$ cat src/rtl/v_pkg.sv
`default_nettype none
// ============================================================================
// Package     : v_pkg
// Description : Shared types for the per-product state table.
//               addr_t - state table RAM address.
// Revision    : 1.0 - initial release
// ============================================================================
package v_pkg;

    localparam int ADDR_W = 8;

    typedef logic [ADDR_W-1:0] addr_t;

endpackage : v_pkg
`default_nettype wire

$ cat src/rtl/v_state_rd_arb_if.sv
`default_nettype none
// ============================================================================
// Interface   : v_state_rd_arb_if
// Description : Bundles the query-side, update-side and RAM-side signals of
//               the state table read-port arbiter.
//               slave  - arbiter view (i_* in, o_* out)
//               master - requester/RAM view (i_* out, o_* in)
//   i_qry_ren / i_qry_raddr        query read request and address
//   o_qry_block                    query source must hold off while high
//   o_qry_rdata_vld                read data belongs to last-cycle query
//   i_upd_req / i_upd_raddr        update read request and address (held)
//   o_upd_gnt                      update request consumed this cycle
//   o_upd_rdata_vld                read data belongs to last-cycle update
//   o_state_ren / o_state_raddr    RAM read command
//   o_err_proto                    query asserted while blocked (pulse)
// Revision    : 1.0 - initial release
// ============================================================================
interface v_state_rd_arb_if;
    import v_pkg::*;

    logic  i_qry_ren;
    addr_t i_qry_raddr;
    logic  o_qry_block;
    logic  o_qry_rdata_vld;
    logic  i_upd_req;
    addr_t i_upd_raddr;
    logic  o_upd_gnt;
    logic  o_upd_rdata_vld;
    logic  o_state_ren;
    addr_t o_state_raddr;
    logic  o_err_proto;

    modport slave (
        input  i_qry_ren, i_qry_raddr, i_upd_req, i_upd_raddr,
        output o_qry_block, o_qry_rdata_vld, o_upd_gnt, o_upd_rdata_vld,
               o_state_ren, o_state_raddr, o_err_proto
    );

    modport master (
        output i_qry_ren, i_qry_raddr, i_upd_req, i_upd_raddr,
        input  o_qry_block, o_qry_rdata_vld, o_upd_gnt, o_upd_rdata_vld,
               o_state_ren, o_state_raddr, o_err_proto
    );

endinterface : v_state_rd_arb_if
`default_nettype wire

$ cat src/rtl/v_state_rd_arb.sv
`default_nettype none
// ============================================================================
// Module      : v_state_rd_arb
// Description : Arbiter for the single read port of the per-product state
//               table RAM. The query pipeline has default priority and is
//               never stalled; the update pipeline is granted whenever the
//               port is free. Read data is broadcast, with registered
//               per-requester return-valid strobes.
//
//               Optional anti-starvation (macro V_STATE_RD_ARB_STARVE_EN):
//               after STARVE_N consecutive denied update cycles the query
//               source is blocked (o_qry_block) until the update is served.
//               Without the macro: strict query priority, o_qry_block and
//               o_err_proto tied 0, STARVE_N unused.
//
// Parameters  : STARVE_N  denied update cycles before blocking (2..255)
// Ports       : clk       clock
//               rst       synchronous active-high reset
//               bus       v_state_rd_arb_if.slave (see interface header)
// Revision    : 1.0 - initial release
// ============================================================================
module v_state_rd_arb #(
    parameter int STARVE_N = 8
) (
    input  wire logic           clk,
    input  wire logic           rst,
    v_state_rd_arb_if.slave     bus
);

    if (STARVE_N < 2 || STARVE_N > 255) begin : g_starve_n_range
        $error("v_state_rd_arb: STARVE_N must be within 2..255");
    end

    // ------------------------------------------------------------------
    // Arbitration. The query always wins when it asserts, even while
    // blocked, so the latency path is never broken; the block flag only
    // takes effect through a compliant query source staying quiet.
    // ------------------------------------------------------------------
    logic w_upd_gnt;

    assign w_upd_gnt          = !rst && bus.i_upd_req && !bus.i_qry_ren;
    assign bus.o_upd_gnt      = w_upd_gnt;
    assign bus.o_state_ren    = bus.i_qry_ren | w_upd_gnt;
    assign bus.o_state_raddr  = w_upd_gnt ? bus.i_upd_raddr : bus.i_qry_raddr;

    // ------------------------------------------------------------------
    // Return strobes: RAM data arrives one cycle after the read enable.
    // Requests issued during rst produce no strobe.
    // ------------------------------------------------------------------
    logic r_qry_rdata_vld;
    logic r_upd_rdata_vld;

    always_ff @(posedge clk) begin
        if (rst) begin
            r_qry_rdata_vld <= 1'b0;
            r_upd_rdata_vld <= 1'b0;
        end else begin
            r_qry_rdata_vld <= bus.i_qry_ren;
            r_upd_rdata_vld <= w_upd_gnt;
        end
    end

    assign bus.o_qry_rdata_vld = r_qry_rdata_vld;
    assign bus.o_upd_rdata_vld = r_upd_rdata_vld;

`ifdef V_STATE_RD_ARB_STARVE_EN
    // ------------------------------------------------------------------
    // Anti-starvation: count consecutive denied update cycles and block
    // the query source on the STARVE_N-th denial.
    // ------------------------------------------------------------------
    localparam int                 c_CNT_W  = $clog2(STARVE_N + 1);
    localparam logic [c_CNT_W-1:0] c_CNT_MAX = c_CNT_W'(STARVE_N);
    localparam logic [c_CNT_W-1:0] c_SET_AT  = c_CNT_W'(STARVE_N - 1);

    typedef enum logic [0:0] {
        S_OPEN  = 1'b0,
        S_BLOCK = 1'b1
    } state_t;

    state_t              r_state;
    state_t              w_state_nxt;
    logic [c_CNT_W-1:0]  r_cnt;
    logic [c_CNT_W-1:0]  w_cnt_nxt;
    logic                r_err_proto;
    logic                w_upd_denied;

    // A missing request and a grant both end the starvation episode.
    assign w_upd_denied = bus.i_upd_req && !w_upd_gnt;

    always_ff @(posedge clk) begin
        if (rst) begin
            r_state     <= S_OPEN;
            r_cnt       <= '0;
            r_err_proto <= 1'b0;
        end else begin
            r_state     <= w_state_nxt;
            r_cnt       <= w_cnt_nxt;
            r_err_proto <= bus.i_qry_ren && (r_state == S_BLOCK);
        end
    end

    always_comb begin
        w_state_nxt = r_state;
        w_cnt_nxt   = r_cnt;

        if (!w_upd_denied) begin
            w_cnt_nxt = '0;
        end else if (r_cnt != c_CNT_MAX) begin
            w_cnt_nxt = r_cnt + c_CNT_W'(1);
        end

        case (r_state)
            S_OPEN: begin
                if (w_upd_denied && (r_cnt == c_SET_AT)) begin
                    w_state_nxt = S_BLOCK;
                end
            end
            S_BLOCK: begin
                // A violating query keeps the update denied, so the flag
                // holds until the update is actually served or withdrawn.
                if (!w_upd_denied) begin
                    w_state_nxt = S_OPEN;
                end
            end
            default: begin
                w_state_nxt = S_OPEN;
            end
        endcase
    end

    assign bus.o_qry_block = (r_state == S_BLOCK);
    assign bus.o_err_proto = r_err_proto;
`else
    assign bus.o_qry_block = 1'b0;
    assign bus.o_err_proto = 1'b0;
`endif

endmodule : v_state_rd_arb
`default_nettype wire

$ cat src/flat_wrapper.sv
// flat-port wrapper written by rule: the top's interface ports become plain ports
module v_state_rd_arb_flat 
#(
    parameter int STARVE_N = 8
)
  (clk, rst, bus_i_qry_ren, bus_i_qry_raddr, bus_i_upd_req, bus_i_upd_raddr, bus_o_qry_block, bus_o_qry_rdata_vld, bus_o_upd_gnt, bus_o_upd_rdata_vld, bus_o_state_ren, bus_o_state_raddr, bus_o_err_proto);
  v_state_rd_arb_if bus_i ();
  input  wire logic clk;
  input  wire logic rst;
  input wire logic [$bits(bus_i.i_qry_ren)-1:0] bus_i_qry_ren;
  input wire logic [$bits(bus_i.i_qry_raddr)-1:0] bus_i_qry_raddr;
  input wire logic [$bits(bus_i.i_upd_req)-1:0] bus_i_upd_req;
  input wire logic [$bits(bus_i.i_upd_raddr)-1:0] bus_i_upd_raddr;
  output wire logic [$bits(bus_i.o_qry_block)-1:0] bus_o_qry_block;
  output wire logic [$bits(bus_i.o_qry_rdata_vld)-1:0] bus_o_qry_rdata_vld;
  output wire logic [$bits(bus_i.o_upd_gnt)-1:0] bus_o_upd_gnt;
  output wire logic [$bits(bus_i.o_upd_rdata_vld)-1:0] bus_o_upd_rdata_vld;
  output wire logic [$bits(bus_i.o_state_ren)-1:0] bus_o_state_ren;
  output wire logic [$bits(bus_i.o_state_raddr)-1:0] bus_o_state_raddr;
  output wire logic [$bits(bus_i.o_err_proto)-1:0] bus_o_err_proto;
  assign bus_i.i_qry_ren = bus_i_qry_ren;
  assign bus_i.i_qry_raddr = bus_i_qry_raddr;
  assign bus_i.i_upd_req = bus_i_upd_req;
  assign bus_i.i_upd_raddr = bus_i_upd_raddr;
  assign bus_o_qry_block = bus_i.o_qry_block;
  assign bus_o_qry_rdata_vld = bus_i.o_qry_rdata_vld;
  assign bus_o_upd_gnt = bus_i.o_upd_gnt;
  assign bus_o_upd_rdata_vld = bus_i.o_upd_rdata_vld;
  assign bus_o_state_ren = bus_i.o_state_ren;
  assign bus_o_state_raddr = bus_i.o_state_raddr;
  assign bus_o_err_proto = bus_i.o_err_proto;
  v_state_rd_arb #(.STARVE_N(STARVE_N)) u_core (.clk(clk), .rst(rst), .bus(bus_i));
endmodule
$ cat config.mk
export PLATFORM = sky130hd
export DESIGN_NAME = v_state_rd_arb_flat
export DESIGN_NICKNAME = d
export VERILOG_FILES = /design/src/rtl/v_pkg.sv /design/src/rtl/v_state_rd_arb_if.sv /design/src/rtl/v_state_rd_arb.sv /design/src/flat_wrapper.sv
export SDC_FILE = /design/constraint.sdc
export NUM_CORES = 1
export LEC_CHECK = 0
export ABC_AREA = 1
export CAP_MARGIN = 0
export CORE_AREA = 5 5 42 44
export DETAILED_ROUTE_END_ITERATION = 10
export DIE_AREA = 0 0 47 49
export GPL_ROUTABILITY_DRIVEN = 0
export PLACE_DENSITY_LB_ADDON = 0.1
export SYNTH_ARGS = -nofsm -noshare
export SYNTH_HDL_FRONTEND = slang
export SYNTH_SLANG_ARGS = --single-unit
export TNS_END_PERCENT = 100
$ cat constraint.sdc
create_clock -name clk -period 0.8 [get_ports clk]
set_clock_uncertainty 0.15 [all_clocks]
set_input_delay 0.12 -clock clk [delete_from_list [all_inputs] [get_ports clk]]
set_output_delay 0.12 -clock clk [all_outputs]
set_load 0.1 [all_outputs]
-- Yosys cells after proc, flatten, opt, wreduce, memory -nomap -nowiden
Cells that the tools add are included.
- input port bits: 20
- logic and storage cells: 8
- register bits: 2
- output and inout port bits: 14
- mux-type cells: 1
- reductions and logical operators: 4
- bitwise logic cells: 1
- operator list (operator ; count):
    8-bit two-way mux ; 1
    1-bit logical AND ; 2
    1-bit logical NOT ; 2
    1-bit bitwise OR ; 1

-- Longest topological paths before layout
- word-level depth: 4
- mapped depth: 4
- mapped depth without buffers: 4

-- Worst setup path after synthesis
OpenSTA, ideal clock, no wires.
- kind: in2out
- start point: in bus_i_upd_req
- end point: out bus_o_state_raddr[0]
- arrival time: 1.089 ns
- setup slack: -0.559 ns
- path buffers: 1
- stages: 4
- required time: 0.530 ns
- cell sequence: buf_4 > nand3_4 > nand2_1 > nand2_1
- word-level cells in the longest chain between the ends: 3
- ends and longest elaborated chain (item ; RTL line ; RTL):
    from (decl) ; flat_wrapper.sv:12 ; input wire logic [$bits(bus_i.i_upd_req)-1:0] bus_i_upd_req;
    1-bit logical AND (2 in series) ; v_state_rd_arb.sv:41 ; assign w_upd_gnt = !rst && bus.i_upd_req && !bus.i_qry_ren;
    8-bit two-way mux ; v_state_rd_arb.sv:44 ; assign bus.o_state_raddr = w_upd_gnt ? bus.i_upd_raddr : bus.i_qry_raddr;
    to (decl) ; flat_wrapper.sv:19 ; output wire logic [$bits(bus_i.o_state_raddr)-1:0] bus_o_state_raddr;
No other way between the ends.

-- Worst setup path after layout
- start point: in rst
- end point: out bus_o_state_raddr[1]
- word-level cells in the longest chain between the ends: 4
- ends and longest elaborated chain (item ; RTL line ; RTL):
    from (decl) ; flat_wrapper.sv:9 ; input wire logic rst;
    1-bit logical NOT ; v_state_rd_arb.sv:41 ;
    1-bit logical AND (2 in series) ; v_state_rd_arb.sv:41 ;
    8-bit two-way mux ; v_state_rd_arb.sv:44 ;
No other way between the ends.

==> results <==
routing by layer:
layer | up-vias | routed length [um] | share of wire (%)
met5 | - | 0 | 0
met1 | 180 | 436 | 37
met4 | 0 | 0 | 0
met2 | 19 | 609 | 52
li1 | 208 | - | -
met3 | 0 | 123 | 11
where the power goes:
group | switching [W] | leakage [nW] | internal (W) | total, W
clock network | 0.0000604 | 0.0138 | 0.000166 | 0.000226
registers | 0.00000354 | 0.0178 | 0.000102 | 0.000106
logic | 0.000502 | 0.387 | 0.000309 | 0.000811
placed cells by master, fill, tap and decap left out, drive strengths merged:
cell / synthesis / routed
nor2: 1 / 1
dfxtp: 2 / 2
clkdlybuf4s15: 0 / 1
clkbuf: 0 / 3
inv: 4 / 1
buf: 4 / 23
dlygate4sd2: 0 / 15
conb: 1 / 2
nand3: 1 / 2
clkinvlp: 0 / 1
clkinv: 0 / 2
nand4: 8 / 8
nand2: 18 / 18
sequential cells by signal (all words and copies together) (netlist names):
name	count
u_core.bus.o_qry_rdata_vld	1
u_core.bus.o_upd_rdata_vld	1
cell type report:
class / instances / share of cell area [%]
flip-flops and latches: 2 / 5.170
well taps: 16 / 2.177
inverters: 4 / 4.762
repair buffers: 39 / 55.37
clock buffers: 3 / 2.449
multi-input cells: 31 / 30.07
logic make-up after synthesis:
kind of cell           synth area share, %
DFF                                  17.58
and+or+nand+nor                      60.99
buffers and inverters                19.78
other                                1.647
path summary, 6_finish.rpt:
path,from,to,slack [ns],cells past startpoint
setup / recovery,rst,bus_o_state_raddr[1],-0.27,5
hold / removal,rst,u_core.bus.o_qry_rdata_vld,-0.09,2
metrics by stage:
stage	setup TNS [ns]	instance area [um^2]	power, W	setup slack [ns]
after floorplan	-1.608	346.6	0.0005820	-0.2267
after global placement	-8.293	808.3	0.0008840	-0.7856
after detailed placement	-8.250	808.3	0.0008855	-0.7869
after CTS	-3.128	883.3	0.001139	-0.3068
after global routing	-3.168	919.6	0.001196	-0.3114
final	-2.797	919.6	0.001143	-0.2666
timing repair:
action	CTS	global route
buffers inserted	0	1
resized for setup	53	7
pin swaps	21	6
setup endpoints to repair	14	12
gates cloned	1	0
hold endpoints to repair	1	1
==> out/results.tsv <==
stage	metric	value	unit
logic_synthesis	synth_edf_count	0	
timing	fmax	937.5	MHz
run	drv_cap	0	
timing	rsz0062_at_grt	true	
layout	final_cells	95	
global_routing	grt_antenna_before_repair	0	
layout	multi_input_area	276.5	um^2
power	p_per_area	1243	nW/um^2
cts	cts_buffer_depth	2	
layout	area_delta_synth_final	303.8	%
logic_synthesis	synth_commonest_cells	nand2_1 (18), nand4_1 (8), buf_4 (4)	
global_routing	grtUsageMet3	2.952	%
timing	finalSetupViolCount	12	
logic_synthesis	ys_warn_count	0	
placed_design	io_buffers	31	
global_routing	grt_pass1_wl	1.814	mm
power	vdd_drop_max	0.8004	mV
logic_synthesis	yosysTopAreaCell	nand2_1	
setup_path	path_cells	buf_8 > clkinv_8 > nand4_1 > nand2_8 > buf_12	
cts	h-tree-depth	1	
cts	cts_tree	yes	
timing	fin_crit_sh	133.3	%
setup_path	crit_fanout	5	
die	rows	14	
detailed_routing	vias_per_cell	4.284	
logic_synthesis	synth.most_common_cell	nand2_1	
detailed_routing	drt-initial-drc-count	2	
die	start_util	16.25	%
timing	fin_ws	-0.2666	ns
detailed_routing	wl_per_cell	12.32	um
layout	drive_above_1_share	64.56	%
logic_synthesis	ys_top_cells_by_area	nand2_1 (30%), nand4_1 (22%), dfxtp_1 (18%)	
setup_path	critPathBufInv	3	
logic_synthesis	syn-cell-area	227.7	um^2
layout	nets	101	
worst_hold_path	hold_path_class	in2reg	
setup_path	critPathSlowestCell	nand4_1	
detailed_routing	drtAntennaViolNets	0	
global_routing	gr-total-overflow	0	
logic_synthesis	syn_inst	39	
die	fp.dieH	49	um
setup_path	end_kind	output port	
placed_design	dp_hpwl	889.9	um
die	coreArea	1401	um^2
run_status	violations	hold timing, setup timing	
cts	cts_buffers	3	
logic_synthesis	synthArstFlopShare	0	%
power	p_leak	0.4187	nW
logic_synthesis	yosysUniqueCellTypes	9	
placed_design	numPlacedInstances	90	
layout	final_util	65.63	%
timing	timing_hold_violations_final	1	
global_routing	globalRouteMet2Util	15.38	%
setup_path	worstPathArrival	0.80	ns
layout	antenna_cells	0	
detailed_routing	drc	0	
global_routing	grt_max_degree	8	
logic_synthesis	ys_ff_latch	2	
layout	nFillCells	119	
logic_synthesis	synth.top_cell.area_share	29.67	%
timing	period_needed	1.067	ns
die	die_w	47	um
global_routing	use_met1	14.16	%
cts	root_buffer	clkbuf_4	
timing	hold_slack	-0.08661	ns
setup_path	required	0.53	ns
run_status	status	complete, but fails checks	
setup_path	cpPeakStageDelay	0.22	ns
setup_path	cp_top_family	buffers and inverters	
logic_synthesis	syn_avg_cell_area	5.839	um^2
global_routing	grtUsageTotal	10.53	%
die	dieArea	2303	um^2
global_routing	grt_pass1_vias	400	
cts	clkSinkCount	2	
cts	path_clk_slew	0.03	ns
setup_path	crit_type	in2out	
setup_path	start_kind	primary input	
detailed_routing	firstDrtPassIters	2	
logic_synthesis	synth_ff_type	dfxtp_1	
detailed_routing	vias	407	
detailed_routing	routed_wl	1.170	mm
global_routing	grt_busiest_layer	met2	
timing	maxSlewViolCount	0	
die	ios	34	
layout	seq_area	47.55	um^2
logic_synthesis	ys_seq_area_share	17.58	%
Note: power is estimated with default switching activity, not from simulation.
